===== src/rtl/lcd_sw_pkg.sv =====
// Shared definitions for the front-panel LCD/switch SPI path: FSM encoding,
// default frame width and chip-select polarities.
package lcd_sw_pkg;

    localparam int DATA_W_DEF = 24;

    localparam logic LCD_CS_ACT = 1'b1;
    localparam logic SW_CS_ACT  = 1'b0;

    typedef enum logic [2:0] {
        ST_IDLE  = 3'd0,
        ST_SETUP = 3'd1,
        ST_SHIFT = 3'd2,
        ST_HOLD  = 3'd3,
        ST_DONE  = 3'd4
    } spi_state_e;

    // Returns {lcd_cs, sw_cs_n}; only the selected target can ever be active.
    function automatic logic [1:0] cs_drive(input logic sel_sw, input logic active);
        logic lcd_cs;
        logic sw_cs_n;
        lcd_cs  = (active && !sel_sw) ? LCD_CS_ACT : ~LCD_CS_ACT;
        sw_cs_n = (active &&  sel_sw) ? SW_CS_ACT  : ~SW_CS_ACT;
        return {lcd_cs, sw_cs_n};
    endfunction

endpackage


===== src/rtl/lcd_sw_spi_master_if.sv =====
// Frame request/response handshake between the upstream LCD/switch controller
// and the SPI engine.
interface lcd_sw_spi_master_if
    import lcd_sw_pkg::*;
#(
    parameter int DATA_W = DATA_W_DEF
) ();

    logic              spi_start;
    logic [DATA_W-1:0] mosi_data;
    logic              lcd_sw_cs;
    logic [DATA_W-1:0] miso_data;
    logic              busy;
    logic              done;

    modport master (
        output spi_start, mosi_data, lcd_sw_cs,
        input  miso_data, busy, done
    );

    modport slave (
        input  spi_start, mosi_data, lcd_sw_cs,
        output miso_data, busy, done
    );

endinterface


===== src/rtl/lcd_sw_spi_clk_en.sv =====
// SCLK timing for the SPI engine: half-period counter plus single-cycle
// rise/fall enables, held in reset whenever the engine is not shifting.
module lcd_sw_spi_clk_en #(
    parameter int CLK_DIV = 50
) (
    input  logic i_clk,
    input  logic i_rst,
    input  logic en,
    output logic rise_en,
    output logic fall_en
);

    localparam int CNT_W = (CLK_DIV > 1) ? $clog2(CLK_DIV) : 1;

    logic [CNT_W-1:0] cnt_q, cnt_d;
    logic             phase_q, phase_d;
    logic             wrap;

    assign wrap    = en && (cnt_q == CNT_W'(CLK_DIV - 1));
    // phase_q mirrors the SCLK level the engine is currently driving.
    assign rise_en = wrap && !phase_q;
    assign fall_en = wrap &&  phase_q;

    always_comb begin
        cnt_d   = '0;
        phase_d = 1'b0;
        if (en) begin
            if (wrap) begin
                cnt_d   = '0;
                phase_d = ~phase_q;
            end else begin
                cnt_d   = cnt_q + 1'b1;
                phase_d = phase_q;
            end
        end
    end

    always_ff @(posedge i_clk or negedge i_rst) begin
        if (!i_rst) begin
            cnt_q   <= '0;
            phase_q <= 1'b0;
        end else begin
            cnt_q   <= cnt_d;
            phase_q <= phase_d;
        end
    end

endmodule


===== src/rtl/lcd_sw_spi_master.sv =====
// SPI mode-0 master for the front-panel LCD (CS high) and switch expander
// (CS low): one full-duplex DATA_W-bit frame per accepted start strobe.
module lcd_sw_spi_master
    import lcd_sw_pkg::*;
#(
    parameter int DATA_W   = DATA_W_DEF,
    parameter int CLK_DIV  = 50,
    parameter int CS_SETUP = 4,
    parameter int CS_HOLD  = 4
) (
    input  logic               i_clk,
    input  logic               i_rst,
    lcd_sw_spi_master_if.slave ctrl,
    output logic               o_sclk,
    output logic               o_mosi,
    input  logic               i_miso,
    output logic               o_lcd_cs,
    output logic               o_sw_cs_n
);

    localparam int TMR_MAX = (CS_SETUP > CS_HOLD) ? CS_SETUP : CS_HOLD;
    localparam int TMR_W   = (TMR_MAX > 1) ? $clog2(TMR_MAX) : 1;
    localparam int BIT_W   = $clog2(DATA_W);

    spi_state_e        state_q, state_d;
    logic [DATA_W-1:0] tx_q, tx_d;
    logic [DATA_W-1:0] rx_q, rx_d;
    logic [DATA_W-1:0] miso_data_q, miso_data_d;
    logic [BIT_W-1:0]  bit_q, bit_d;
    logic [TMR_W-1:0]  tmr_q, tmr_d;
    logic              sel_sw_q, sel_sw_d;
    logic              sclk_q, sclk_d;
    logic              mosi_q, mosi_d;
    logic              lcd_cs_q, lcd_cs_d;
    logic              sw_cs_n_q, sw_cs_n_d;
    logic              busy_q, busy_d;
    logic              done_q, done_d;
    logic              rise_en, fall_en;

    lcd_sw_spi_clk_en #(
        .CLK_DIV (CLK_DIV)
    ) u_clk_en (
        .i_clk   (i_clk),
        .i_rst   (i_rst),
        .en      (state_q == ST_SHIFT),
        .rise_en (rise_en),
        .fall_en (fall_en)
    );

    always_comb begin
        state_d     = state_q;
        tx_d        = tx_q;
        rx_d        = rx_q;
        miso_data_d = miso_data_q;
        bit_d       = bit_q;
        tmr_d       = tmr_q;
        sel_sw_d    = sel_sw_q;
        sclk_d      = sclk_q;
        mosi_d      = mosi_q;
        lcd_cs_d    = lcd_cs_q;
        sw_cs_n_d   = sw_cs_n_q;
        busy_d      = busy_q;
        done_d      = 1'b0;

        case (state_q)
            ST_IDLE: begin
                if (ctrl.spi_start) begin
                    // First MOSI bit is presented together with CS assert.
                    tx_d                   = ctrl.mosi_data;
                    sel_sw_d               = ctrl.lcd_sw_cs;
                    mosi_d                 = ctrl.mosi_data[DATA_W-1];
                    {lcd_cs_d, sw_cs_n_d}  = cs_drive(ctrl.lcd_sw_cs, 1'b1);
                    rx_d                   = '0;
                    bit_d                  = '0;
                    tmr_d                  = '0;
                    busy_d                 = 1'b1;
                    state_d                = ST_SETUP;
                end
            end

            ST_SETUP: begin
                if (tmr_q == TMR_W'(CS_SETUP - 1)) begin
                    tmr_d   = '0;
                    state_d = ST_SHIFT;
                end else begin
                    tmr_d = tmr_q + 1'b1;
                end
            end

            ST_SHIFT: begin
                if (rise_en) begin
                    sclk_d = 1'b1;
                    rx_d   = {rx_q[DATA_W-2:0], i_miso};
                end
                if (fall_en) begin
                    sclk_d = 1'b0;
                    tx_d   = {tx_q[DATA_W-2:0], 1'b0};
                    mosi_d = tx_q[DATA_W-2];
                    if (bit_q == BIT_W'(DATA_W - 1)) begin
                        bit_d   = '0;
                        tmr_d   = '0;
                        state_d = ST_HOLD;
                    end else begin
                        bit_d = bit_q + 1'b1;
                    end
                end
            end

            ST_HOLD: begin
                if (tmr_q == TMR_W'(CS_HOLD - 1)) begin
                    tmr_d                  = '0;
                    {lcd_cs_d, sw_cs_n_d}  = cs_drive(sel_sw_q, 1'b0);
                    mosi_d                 = 1'b0;
                    miso_data_d            = rx_q;
                    done_d                 = 1'b1;
                    state_d                = ST_DONE;
                end else begin
                    tmr_d = tmr_q + 1'b1;
                end
            end

            ST_DONE: begin
                // Starts arriving here are dropped; busy is still high.
                busy_d  = 1'b0;
                state_d = ST_IDLE;
            end

            default: begin
                state_d = ST_IDLE;
            end
        endcase
    end

    always_ff @(posedge i_clk or negedge i_rst) begin
        if (!i_rst) begin
            state_q     <= ST_IDLE;
            tx_q        <= '0;
            rx_q        <= '0;
            miso_data_q <= '0;
            bit_q       <= '0;
            tmr_q       <= '0;
            sel_sw_q    <= 1'b0;
            sclk_q      <= 1'b0;
            mosi_q      <= 1'b0;
            lcd_cs_q    <= ~LCD_CS_ACT;
            sw_cs_n_q   <= ~SW_CS_ACT;
            busy_q      <= 1'b0;
            done_q      <= 1'b0;
        end else begin
            state_q     <= state_d;
            tx_q        <= tx_d;
            rx_q        <= rx_d;
            miso_data_q <= miso_data_d;
            bit_q       <= bit_d;
            tmr_q       <= tmr_d;
            sel_sw_q    <= sel_sw_d;
            sclk_q      <= sclk_d;
            mosi_q      <= mosi_d;
            lcd_cs_q    <= lcd_cs_d;
            sw_cs_n_q   <= sw_cs_n_d;
            busy_q      <= busy_d;
            done_q      <= done_d;
        end
    end

    assign o_sclk         = sclk_q;
    assign o_mosi         = mosi_q;
    assign o_lcd_cs       = lcd_cs_q;
    assign o_sw_cs_n      = sw_cs_n_q;
    assign ctrl.miso_data = miso_data_q;
    assign ctrl.busy      = busy_q;
    assign ctrl.done      = done_q;

endmodule


===== src/flat_wrapper.sv =====
// flat-port wrapper written by rule: the top's interface ports become plain ports
module lcd_sw_spi_master_flat import lcd_sw_pkg::*;
#(
    parameter int DATA_W   = DATA_W_DEF,
    parameter int CLK_DIV  = 50,
    parameter int CS_SETUP = 4,
    parameter int CS_HOLD  = 4
)
  (i_clk, i_rst, o_sclk, o_mosi, i_miso, o_lcd_cs, o_sw_cs_n, ctrl_spi_start, ctrl_mosi_data, ctrl_lcd_sw_cs, ctrl_miso_data, ctrl_busy, ctrl_done);
  lcd_sw_spi_master_if #(.DATA_W(DATA_W)) ctrl_i ();
  input  logic i_clk;
  input  logic i_rst;
  output logic o_sclk;
  output logic o_mosi;
  input  logic i_miso;
  output logic o_lcd_cs;
  output logic o_sw_cs_n;
  input wire logic [$bits(ctrl_i.spi_start)-1:0] ctrl_spi_start;
  input wire logic [$bits(ctrl_i.mosi_data)-1:0] ctrl_mosi_data;
  input wire logic [$bits(ctrl_i.lcd_sw_cs)-1:0] ctrl_lcd_sw_cs;
  output wire logic [$bits(ctrl_i.miso_data)-1:0] ctrl_miso_data;
  output wire logic [$bits(ctrl_i.busy)-1:0] ctrl_busy;
  output wire logic [$bits(ctrl_i.done)-1:0] ctrl_done;
  assign ctrl_i.spi_start = ctrl_spi_start;
  assign ctrl_i.mosi_data = ctrl_mosi_data;
  assign ctrl_i.lcd_sw_cs = ctrl_lcd_sw_cs;
  assign ctrl_miso_data = ctrl_i.miso_data;
  assign ctrl_busy = ctrl_i.busy;
  assign ctrl_done = ctrl_i.done;
  lcd_sw_spi_master #(.DATA_W(DATA_W), .CLK_DIV(CLK_DIV), .CS_SETUP(CS_SETUP), .CS_HOLD(CS_HOLD)) u_core (.i_clk(i_clk), .i_rst(i_rst), .ctrl(ctrl_i), .o_sclk(o_sclk), .o_mosi(o_mosi), .i_miso(i_miso), .o_lcd_cs(o_lcd_cs), .o_sw_cs_n(o_sw_cs_n));
endmodule

===== config.mk =====
export PLATFORM = sky130hd
export DESIGN_NAME = lcd_sw_spi_master_flat
export DESIGN_NICKNAME = d
export VERILOG_FILES = /design/src/rtl/lcd_sw_pkg.sv /design/src/rtl/lcd_sw_spi_master_if.sv /design/src/rtl/lcd_sw_spi_clk_en.sv /design/src/rtl/lcd_sw_spi_master.sv /design/src/flat_wrapper.sv
export SDC_FILE = /design/constraint.sdc
export NUM_CORES = 1
export LEC_CHECK = 0
export CAP_MARGIN = 20
export CORE_ASPECT_RATIO = 1.1
export CORE_MARGIN = 8
export CORE_UTILIZATION = 40
export DETAILED_ROUTE_END_ITERATION = 10
export PLACE_DENSITY_LB_ADDON = 0.05
export SLEW_MARGIN = 40
export SYNTH_ARGS = -nofsm -noshare
export SYNTH_HDL_FRONTEND = slang
export SYNTH_HIERARCHICAL = 1
export SYNTH_SLANG_ARGS = --single-unit
export TNS_END_PERCENT = 20

===== constraint.sdc =====
create_clock -name i_clk -period 4.05 [get_ports i_clk]
set_input_delay 0.81 -clock i_clk [delete_from_list [all_inputs] [get_ports i_clk]]
set_output_delay 0.81 -clock i_clk [all_outputs]
set_load 0.01 [all_outputs]

# Word-level counts from Yosys, hierarchy flattened
# Cells that the tools add are included.
# classes
mux,40
eq_ne,14
n_reduce_logical,21
bitwise_logic,1
n_addsub,3
# op_table
operator,n
$mux W24,2
$pmux W24 S2,1
$mux W23,2
$pmux W23 S2,1
$mux W3,5
$mux W5,3
$mux W1,13
$mux W6,2
$ne A2 B1 Y1 const B,6
$pmux W3 S4,1
$pmux W5 S2,1
$reduce_and A3 Y1,3
$mux W2,4
$reduce_and A4 Y1,2
$reduce_bool A2 Y1,4
$add A6 B1 Y6 const B,1
$eq A3 B2 Y1 const B,2
$eq A6 B6 Y1 const B,1
$pmux W1 S2,3
$pmux W2 S3,1
$reduce_and A2 Y1,3
$reduce_bool A3 Y1,2
$add A5 B1 Y5 const B,1
$eq A5 B5 Y1 const B,1
12 further kinds,14
# word_totals
wordCells,93
output_inout_bits,30
reg_bits,94

# Logic depth before layout (Yosys ltp)
# logic_depth
word_depth,5
ltp_mapped,10
depth_no_buf,8

# By module
# The synthesis kept the hierarchy.
# modules_own_cells
mod,cells_each,seq_area_each_um2,area_each_um2,n_inst
lcd_sw_spi_master,343,2178.3,3952.5,1
lcd_sw_spi_clk_en,31,175.2,359.1,1

# Worst setup path after synthesis
# OpenSTA, ideal clock, no wires.
# synth_timing
path_type,reg-to-reg
startpoint,register u_core.state_q[2]
endpoint,register u_core.tx_q[10]
setup_slack_ns,1.589
path_stages_with_launch,11
setup_time_ns,0.125
required_ns,3.925
synth_period_minus_slack_ns,2.461
t_arrival_ns,2.336
path_cell_list,dfrtp_1 > buf_4 > nor3b_1 > buf_4 > buf_6 > buf_4 > and3_1 > mux2i_2 > nor3_4 > buf_6 > mux2_2
# synth_between
elab_chain_len,5
word_cells_on_any_way,9
cone_classes,eq/ne (3); mux (1); reduce/logical (5)
# synth_rtl
item,line_no,text
start: declaration,lcd_sw_spi_master.sv:25,"spi_state_e state_q, state_d;"
start signal: assignment,lcd_sw_spi_master.sv:150,state_q <= state_d;
$eq A3 B2 Y1,lcd_sw_spi_master.sv:45,".en (state_q == ST_SHIFT),"
$logic_and A1 B1 Y1,lcd_sw_spi_clk_en.sv:19,assign wrap = en && (cnt_q == CNT_W'(CLK_DIV - 1));
$logic_and A1 B1 Y1,lcd_sw_spi_clk_en.sv:22,assign fall_en = wrap && phase_q;
via u_core.fall_en,lcd_sw_spi_master.sv:38,"logic rise_en, fall_en;"
$ne A2 B1 Y1 (no source line),-,
$reduce_and A3 Y1 (no source line),-,
end signal: assignment,lcd_sw_spi_master.sv:151,tx_q <= tx_d;
end: declaration,lcd_sw_spi_master.sv:26,"logic [DATA_W-1:0] tx_q, tx_d;"
# The timed path passes the listed nets, and every way through them passes these cells.
# A chain may end at the register's enable or synchronous reset.

# Worst setup path after layout
# layout_timing
startpoint,register u_core.state_q[0]
endpoint,register u_core.tx_q[1]
# The elaborated chain is that of the path after synthesis.

==> out/metrics.yaml <==
power:
  p_clk_share_pct: 23.6
  p_sw_mw: 1.126
  switching_share_pct: 31.99
  pwr_density_cell_mw_per_mm2: 667.9
  seq_power_share_pct: 40.8
  peakVddDrop_uv: 273.1
  p_leak_nw: 2.200
  combPwrFrac_pct: 35.6
  p_int_mw: 2.394
final_layout:
  nets: 459
  final_common_cell: "dfrtp_1"
  final_cell_mix: "dfrtp_1, clkdlybuf4s50_1, o21ai_0"
  nFillCells: 1027
  syn_to_final_growth_pct: 22.23
  finalInstanceArea_sq_mm: 0.005270
  diodes: 0
  instances_no_fill: 573
  drive_gt1_share_pct: 18.37
timing:
  fin_ws_ns: 1.248
  whs_ns: 0.4449
  timing.final.crit_share_pct: 69.18
  setup_viol: 0
  tightest_slew_ns: 0.7030
  max_slew_margin_pct: 53.13
  min_period_ns: 2.802
  fin_tns_setup_ns: 0
  rsz0062_at_grt: "false"
  hold_viol: 0
  maxSlewViolCount: 0
  skew_ns: 0.007449
  fmax_mhz: 356.9
cts:
  ctsHoldBuffers: 0
  h-tree-depth: 3
  cts.clk_slew.worst_paths_ns: 0.06
  cts-resized-gates: 0
  clock_latency_ns: 0.34
  cts_buffers: 9
  post_cts_buffers: 0
  cts.sinks: 94
  clockBufferDepth: 2
  clockRootBuffer: "clkbuf_16"
  cts_tree: "yes"
yosys:
  synth_top_area_cell: "dfrtp_1"
  avgSynthCellArea_sq_um: 11.53
  synth_nets: 407
  synth-main-ff-cell: "dfrtp_1"
  yosysSeqAreaShare_pct: 54.59
  synth_cells: 374
  synth_area_leaders: "dfrtp_1, mux2_2, mux2i_1"
  async_reset_ff_share_pct: 100.0
  synthDistinctLibCells: 41
  syn_area_sq_mm: 0.004312
  synth_top_area_share_pct: 53.98
  synth-edff-count: 0
  ys.warnings.count: 6
  synth-seq-cells: 94
placed_design:
  gp_congestion: 0.7056
  hpwl_mm: 5.645
  dp_cells: 558
  port_buffers: 58
  place_ws_ns: 1.198
  placed_area_sq_mm: 0.004977
global_route:
  grt_overflow: 0
  grt_pass1_wl_mm: 14.52
  grt_usage_pct: 12.58
  grt_antenna_before_repair: 0
  grt_max_degree: 50
  grt_pass1_vias: 2958
drt:
  drtAntennaViolNets: 0
  firstDrtPassIters: 4
  drc_errors: 0
  drt-vias-per-instance: 4.904
  vias: 2810
  wl_per_cell_microns: 14.88
  drtIter0Drc: 150
  totalWireLength_mm: 8.526
floorplanning:
  num_io_pins: 59
  core_region_area_sq_mm: 0.01044
  die_w_microns: 115.0
  start_util_pct: 41.29
  die-area_sq_mm: 0.01436
  die_y_microns: 124.9
  num_rows: 39
setup_path:
  cp-start-kind: "flop"
  max_stage_delay_ns: 0.63
  crit_chain: "nor3b_2 > and3_1 > mux2i_2 > nor3_4 > buf_4 > mux2_2"
  critPathCaptureType: "flop"
  cp_max_fo: 24
  critical_path.startpoint: "u_core/state_q[0]"
  worst-setup-path-type: "flop to flop"
  critPathBufInv: 1
  arrival_ns: 3.02
  slowest_stage: "dfrtp_1"
  cp_top_family: "simple AND/OR/NAND/NOR gates"
  r2r-start: "u_core/state_q[0]"
  cp.required_ns: 4.27
job:
  drv_cap: 0
min_path:
  hp-class: "input port to async pin"
status:
  status: "finished clean"
==> metal layers <==
metal  global-route usage, %  vias up  wire (microns)
li1                        -     1373               -
met1                   15.63     1374            4025
met2                   20.11       52            3947
met3                   3.492       11             437
met4                   4.876        0             116
met5                       0        -               0
==> cells in the mapped netlist (2+ instances only) <==
| cell | instances |
|---|---|
| a2111oi_0 | 3 |
| a21oi_1 | 8 |
| a31oi_1 | 3 |
| and3_1 | 3 |
| buf_2 | 2 |
| buf_4 | 7 |
| buf_6 | 4 |
| clkbuf_1 | 9 |
| dfrtp_1 | 93 |
| ha_1 | 4 |
| inv_1 | 34 |
| mux2_2 | 45 |
| mux2i_1 | 30 |
| nand2_1 | 28 |
| nand2b_1 | 2 |
| nand3_1 | 7 |
| nand4b_1 | 2 |
| nor2_1 | 10 |
| nor2b_1 | 2 |
| nor3_4 | 2 |
| nor3b_1 | 2 |
| o21ai_0 | 50 |
| o21ai_1 | 3 |
| o22ai_1 | 2 |
| xor2_1 | 3 |
==> registers in the layout, summed over array words and instances, names as in the netlist <==
name / cells
u_core/bit_q: 5
u_core/ctrl.busy: 1
u_core/ctrl.done: 1
u_core/ctrl.miso_data: 24
u_core/o_lcd_cs: 1
u_core/o_mosi: 1
u_core/o_sclk: 1
u_core/o_sw_cs_n: 1
u_core/rx_q: 24
u_core/state_q: 3
u_core/tmr_q: 2
u_core/tx_q: 23
u_core/u_clk_en/cnt_q: 6
u_core/u_clk_en/phase_q: 1
==> path summary, 6_finish.rpt <==
path / end / slack, ns / cells after the start
hold / removal: u_core/ctrl.miso_data[17] / 0.44 / 1
max in group asynchronous: u_core/tx_q[14] / 2.81 / 2
hold reg to reg: u_core/ctrl.miso_data[9] / 0.49 / 2
setup reg to reg: u_core/tx_q[1] / 1.25 / 6
setup / recovery: u_core/tx_q[1] / 1.25 / 6
min in group i_clk: u_core/ctrl.miso_data[9] / 0.49 / 2
==> layout make-up <==
cell class                 instances  area (sq um)  share of cell area [%]
clock buffer                      11         242.7                   4.606
tap                              143         178.9                   3.395
clock inverter                     4         47.55                  0.9022
inverter                          34         127.6                   2.422
sequential                        94          2354                   44.66
timing repair buffer              63         615.6                   11.68
multi-input combinational        224          1704                   32.34
==> power groups by stage <==
| stage | clock (mW) | sequential [mW] | combinational, mW |
|---|---|---|---|
| after floorplan | 0 | 1.43 | 0.848 |
| after global placement | 0 | 1.44 | 1.26 |
| after detailed placement | 0 | 1.46 | 1.28 |
| after CTS | 0.864 | 1.44 | 1.28 |
| after global routing | 0.897 | 1.48 | 1.39 |
| final | 0.830 | 1.44 | 1.25 |
==> kinds of logic after synthesis <==
| logic type | Yosys count | share of synthesized area [%] |
|---|---|---|
| multiplexers | 77 | 19.30 |
| AO/OA/AOI/OAI | 73 | 9.199 |
| XOR/XNOR | 4 | 0.8127 |
| AND/OR/NAND/NOR | 66 | 8.706 |
| buffers and inverters | 56 | 6.239 |
| flip-flops | 94 | 54.59 |
| adder cells (fa/ha/maj) | 4 | 1.161 |
==> metrics by stage <==
step / utilization (%) / power [mW]
floorplan: - / 2.282
global placement: 47.59 / 2.707
detailed placement: 47.66 / 2.736
CTS: 50.44 / 3.585
global route: 50.47 / 3.763
finish: 50.47 / 3.520
No activity file was read; power rests on OpenSTA's default activity.
